**src/rtl/axi_tlb_l1_lookup.sv**
```systemverilog
// axi_tlb_l1_lookup: fully-associative 4 KiB-page L1 TLB with independent registered AW/AR lookup channels.
module axi_tlb_l1_lookup #(
  parameter int unsigned InpAddrWidth = 32,
  parameter int unsigned OupAddrWidth = 32,
  parameter int unsigned NumEntries   = 4,
  parameter int unsigned IdxWidth     = (NumEntries > 1) ? $clog2(NumEntries) : 1
) (
  input  logic                     clk_i,
  input  logic                     rst_ni,
  input  logic [InpAddrWidth-1:0]  wr_req_addr_i,
  input  logic                     wr_req_valid_i,
  output logic                     wr_req_ready_o,
  output logic                     wr_res_hit_o,
  output logic [OupAddrWidth-1:0]  wr_res_addr_o,
  output logic                     wr_res_valid_o,
  input  logic                     wr_res_ready_i,
  input  logic [InpAddrWidth-1:0]  rd_req_addr_i,
  input  logic                     rd_req_valid_i,
  output logic                     rd_req_ready_o,
  output logic                     rd_res_hit_o,
  output logic [OupAddrWidth-1:0]  rd_res_addr_o,
  output logic                     rd_res_valid_o,
  input  logic                     rd_res_ready_i,
  input  logic                     cfg_we_i,
  input  logic [IdxWidth-1:0]      cfg_idx_i,
  input  logic [InpAddrWidth-13:0] cfg_first_i,
  input  logic [InpAddrWidth-13:0] cfg_last_i,
  input  logic [OupAddrWidth-13:0] cfg_base_i,
  input  logic                     cfg_valid_i,
  input  logic                     cfg_ro_i,
  input  logic                     cfg_flush_i
);
  localparam int unsigned InpPageW = InpAddrWidth - 12;
  localparam int unsigned OupPageW = OupAddrWidth - 12;

  logic [InpPageW-1:0] r_first [NumEntries];
  logic [InpPageW-1:0] r_last  [NumEntries];
  logic [OupPageW-1:0] r_base  [NumEntries];
  logic [NumEntries-1:0] r_valid, r_ro;

  logic                    r_wr_valid, r_wr_hit, r_rd_valid, r_rd_hit;
  logic [OupAddrWidth-1:0] r_wr_addr, r_rd_addr;
  logic [OupAddrWidth:0]   w_wr_lu, w_rd_lu;
  logic                    w_wr_acc, w_rd_acc;

  // Descending scan so the lowest matching index is the last assignment and wins.
  function automatic logic [OupAddrWidth:0] lookup(input logic [InpAddrWidth-1:0] a, input logic wr);
    logic [InpPageW-1:0]          pg, diff;
    logic [InpPageW+OupPageW-1:0] ext;
    lookup = '0;
    pg = a[InpAddrWidth-1:12];
    for (int i = NumEntries - 1; i >= 0; i--) begin
      diff = pg - r_first[i];
      ext  = {{OupPageW{1'b0}}, diff};
      if (r_valid[i] && !(wr && r_ro[i]) && r_first[i] <= pg && pg <= r_last[i])
        lookup = {1'b1, r_base[i] + ext[OupPageW-1:0], a[11:0]};
    end
  endfunction

  assign w_wr_lu        = lookup(wr_req_addr_i, 1'b1);
  assign w_rd_lu        = lookup(rd_req_addr_i, 1'b0);
  assign wr_req_ready_o = !r_wr_valid || wr_res_ready_i;
  assign rd_req_ready_o = !r_rd_valid || rd_res_ready_i;
  assign w_wr_acc       = wr_req_valid_i && wr_req_ready_o;
  assign w_rd_acc       = rd_req_valid_i && rd_req_ready_o;
  assign wr_res_valid_o = r_wr_valid;
  assign wr_res_hit_o   = r_wr_hit;
  assign wr_res_addr_o  = r_wr_addr;
  assign rd_res_valid_o = r_rd_valid;
  assign rd_res_hit_o   = r_rd_hit;
  assign rd_res_addr_o  = r_rd_addr;

  // Flush is applied first so a simultaneous write still lands.
  always_ff @(posedge clk_i or negedge rst_ni) begin
    if (!rst_ni) begin
      r_valid <= '0;
      r_ro    <= '0;
      for (int i = 0; i < NumEntries; i++) begin
        r_first[i] <= '0;
        r_last[i]  <= '0;
        r_base[i]  <= '0;
      end
    end else begin
      if (cfg_flush_i) r_valid <= '0;
      for (int i = 0; i < NumEntries; i++) begin
        if (cfg_we_i && cfg_idx_i == IdxWidth'(i)) begin
          r_first[i] <= cfg_first_i;
          r_last[i]  <= cfg_last_i;
          r_base[i]  <= cfg_base_i;
          r_valid[i] <= cfg_valid_i;
          r_ro[i]    <= cfg_ro_i;
        end
      end
    end
  end

  always_ff @(posedge clk_i or negedge rst_ni) begin
    if (!rst_ni) begin
      r_wr_valid <= 1'b0;
      r_wr_hit   <= 1'b0;
      r_wr_addr  <= '0;
    end else if (w_wr_acc) begin
      r_wr_valid <= 1'b1;
      r_wr_hit   <= w_wr_lu[OupAddrWidth];
      r_wr_addr  <= w_wr_lu[OupAddrWidth-1:0];
    end else if (wr_res_ready_i) begin
      r_wr_valid <= 1'b0;
    end
  end

  always_ff @(posedge clk_i or negedge rst_ni) begin
    if (!rst_ni) begin
      r_rd_valid <= 1'b0;
      r_rd_hit   <= 1'b0;
      r_rd_addr  <= '0;
    end else if (w_rd_acc) begin
      r_rd_valid <= 1'b1;
      r_rd_hit   <= w_rd_lu[OupAddrWidth];
      r_rd_addr  <= w_rd_lu[OupAddrWidth-1:0];
    end else if (rd_res_ready_i) begin
      r_rd_valid <= 1'b0;
    end
  end
endmodule

```
**config.mk**
```make
export PLATFORM = sky130hd
export DESIGN_NAME = axi_tlb_l1_lookup
export DESIGN_NICKNAME = d
export VERILOG_FILES = /design/src/rtl/axi_tlb_l1_lookup.sv
export SDC_FILE = /design/constraint.sdc
export NUM_CORES = 2
export LEC_CHECK = 0
export BUFFER_PORTS_ARGS = -buffer_cell sky130_fd_sc_hd__buf_2
export CELL_PAD_IN_SITES_DETAIL_PLACEMENT = 1
export CELL_PAD_IN_SITES_GLOBAL_PLACEMENT = 1
export CORE_MARGIN = 3
export CORE_UTILIZATION = 49
export CTS_CLUSTER_DIAMETER = 200
export CTS_CLUSTER_SIZE = 14
export DETAILED_ROUTE_END_ITERATION = 10
export PLACE_DENSITY = 0.87
export SKIP_CTS_REPAIR_TIMING = 1
export SLEW_MARGIN = 10
export SYNTH_ARGS = -nofsm -noshare
export SYNTH_HDL_FRONTEND = slang
export SYNTH_SLANG_ARGS = --single-unit
export TNS_END_PERCENT = 1
```
**constraint.sdc**
```tcl
create_clock -name clk_i -period 4.35 [get_ports clk_i]
set_input_delay 0.87 -clock clk_i [delete_from_list [all_inputs] [get_ports clk_i]]
set_output_delay 0.87 -clock clk_i [all_outputs]
set_load 0.02 [all_outputs]
```
==> impl_metrics.tcl <==
set metrics [dict create \
    grt_overflow_total 0 \
    first_pass_iters 5 \
    drtIter0Drc 2322 \
    slew_headroom_pct 18.8 \
    numCtsBuffers 26 \
    final_common_cell "inv_1" \
    fin_util_pct 57.9 \
    drv_cap 0 \
    syn_inst 3302 \
    die_w_um 258 \
    dp_slack_ns -0.257 \
    synth_top_family_by_area "adder cells" \
    async_flop_share_pct 100 \
    final_hold_viol_count 0 \
    crit_fanout 3 \
    status "finished clean" \
    crit_arrival_ns 4.61 \
    worst_pin_slew_ns 1.22 \
    finalPower_mw 19.2 \
    crit_chain "ha_1 -> inv_1 -> ha_1 -> fa_1 -> a211oi_1 -> o21ai_0 -> a211oi_1 -> buf_4 -> o31ai_1 -> a21oi_1 -> buf_4 -> mux2_2 -> o41ai_1 -> a21oi_1 -> o221ai_1" \
    critPathKind "reg2reg" \
    wl_per_cell_um 26.5 \
    rsz0062_at_grt "false" \
    cts.sinks 316 \
    synthSimpleGateAreaFrac_pct 10.1 \
    fin_crit_sh_pct 94.4 \
    synth_area_leader_cell "dfrtp_1" \
    avgViaCountPerCell 6.23 \
    use_met1_pct 44.3 \
    placed_area_mm2 0.0353 \
    crit_path_start_kind "register" \
    dp_hpwl_mm 101 \
    min_period_ns 4.11 \
    final_area_mm2 0.0360 \
    syn_to_final_growth_pct 16.0 \
    synth_top_flop_cell "dfrtp_1" \
    synth_edf_count 0 \
    routabilityCongestion 0.996 \
    hp-class "in2async" \
    boundaryPins 206 \
    cts_root_buf "clkbuf_16" \
    vias 28700 \
    fmaxAchievable_mhz 244 \
    p_leak_nw 18.3 \
    ir_worst_vdd_mv 0.365 \
    wirelength_mm 122 \
    dieArea_mm2 0.0664 \
    clk_latency_ns 0.61 \
    reg2regPathDepth 15 \
    mostFrequentLayoutCells "inv_1 (531), ha_1 (476), dfrtp_1 (316), buf_4 (276), mux2_2 (206)" \
    critical_path_required_ns 4.86 \
    end_kind "register" \
    busiest_layer "met2" \
    cpMaxStageDelayCell "fa_1" \
    grtUsageMet2_pct 60.4 \
    cts.clk_slew.worst_paths_ns 0.07 \
    antenna_found_initial 6 \
    core_area_mm2 0.0622 \
    ys_seq_area_share_pct 25.5 \
    use_met3_pct 6.62 \
    drtAntennaViolNets 0 \
    power_density_mw_per_mm2 533 \
    io_buffers 205 \
    slew_violations 0 \
    synth-compound-area-share_pct 16.8 \
    die_y_um 258 \
    yosys.area_share.adder_pct 29.0 \
    grt_pass1_wl_mm 185 \
    clockBufferDepth 3 \
    fin_skew_ns 0.0252 \
    ys_types 75 \
    grt_max_degree 103 \
    synth_top_cell_area_share_pct 25.5 \
    synth-seq-cells 316 \
    netlist_area_mm2 0.0310 \
    yosysWarningCount 0 \
    setup_violations 0 \
    layout-drive-gt1-share_pct 20.1 \
    htree_levels 1 \
    synth_mux_area_share_pct 7.61 \
    rows 91 \
    grt_pass1_vias 31700 \
    postSynthAreaPerCell_um2 9.40 \
    drc_errors 0 \
    synth_xor_area_share_pct 3.75 \
    track_usage_pct 36.4 \
    syn-num-nets 4066 \
    finalWorstSetupSlack_ns 0.245 \
    nets 4529 \
    start_util_pct 49.9 \
    synth_area_leaders "dfrtp_1 (25%), ha_1 (19%), fa_1 (9.8%)" \
    cts_tree "done" \
    critPathMaxStageDelay_ns 0.46 \
]
[power breakdown]
| part | total [mW] | internal, mW | switching (mW) |
|---|---|---|---|
| registers | 4.15 | 3.46 | 0.687 |
| clock network | 2.30 | 1.09 | 1.21 |
| logic | 12.7 | 5.53 | 7.19 |
| total | 19.2 | 10.1 | 9.09 |
[Yosys cell counts (12+ instances only)]
cell and count:
a221oi_1 21, nor3_1 46, a22o_1 25, o221ai_1 16, a21o_1 103, inv_1 531
and2_1 17, clkbuf_1 50, nand4_1 61, a21oi_1 205, fa_1 152, nand3_1 54
nand2b_1 27, ha_1 476, o211ai_1 28, dfrtp_1 316, o21a_1 35, o21bai_1 12
a31oi_1 16, nor4_1 12, o31ai_1 24, mux2_2 206, xor2_1 39, xnor2_1 94
nand2_1 151, o21ai_0 171, nor2_1 140, a211oi_1 32, and3_1 25, or3_1 20
nor2b_1 27
[metal layers]
| layer | share of wire (%) | wire (um) |
|---|---|---|
| met1 | 39 | 47700 |
| met2 | 46 | 56500 |
| met3 | 7.9 | 9660 |
| met4 | 7.0 | 8510 |
| met5 | 0 | 0 |
[logic make-up after synthesis]
family                   count (synthesis)
AO/OA/AOI/OAI                          796
adder cells (fa/ha/maj)                628
AND/OR/NAND/NOR                        626
buffers and inverters                  593
flip-flops                             316
multiplexers                           210
XOR/XNOR                               133
[final timing paths]
path | from | slack (ns) | end
setup / recovery | r_first[0]$_DFFE_PN0P_ | 0.24 | rd_res_addr_o[30]$_DFFE_PN0P_
hold / removal | rst_ni | 0.29 | rd_res_addr_o[7]$_DFFE_PN0P_
setup reg to reg | r_first[0]$_DFFE_PN0P_ | 0.24 | rd_res_addr_o[30]$_DFFE_PN0P_
hold reg to reg | rd_res_hit_o$_DFFE_PN0P_ | 0.47 | rd_res_hit_o$_DFFE_PN0P_
max in group asynchronous | rst_ni | 3.02 | r_last[76]$_DFFE_PN0P_
min in group clk_i | rd_res_hit_o$_DFFE_PN0P_ | 0.47 | rd_res_hit_o$_DFFE_PN0P_
[through the flow]
stage | setup TNS (ns) | std cells | hold slack (ns)
2_1_floorplan | 0 | 3302 | 0.470
3_3_place_gp | -1.06 | 4574 | 0.454
3_5_place_dp | -2.48 | 4574 | 0.461
4_1_cts | 0 | 4602 | 0.344
5_1_grt | 0 | 4603 | 0.360
6_report | 0 | 4607 | 0.294
[state kept, by name (all words and copies together), names as in the netlist, 4 cells and up]
register and flops:
r_base 80, r_first 80, r_last 80, r_ro 4, r_valid 4, rd_res_addr_o 32, wr_res_addr_o 32
[area by class of cell]
type                       count  area (um^2)
clock inverter                 1         8.76
timing repair buffer         496         3410
tap                          837         1050
sequential                   316         7910
inverter                     532         2000
multi-input combinational   2393        20900
antenna                        5         12.5
clock buffer                  27          676
fill                        7257        26200
[worst max-delay path, delay by kind of cell (launching register included)]
family	cells	cell delay, ns
AO/OA/AOI/OAI	8	1.79
adder cells (fa/ha/maj)	3	1.02
buffers and inverters	3	0.42
flip-flops	1	0.43
multiplexers	1	0.33
No activity file was read; power rests on OpenSTA's default activity.
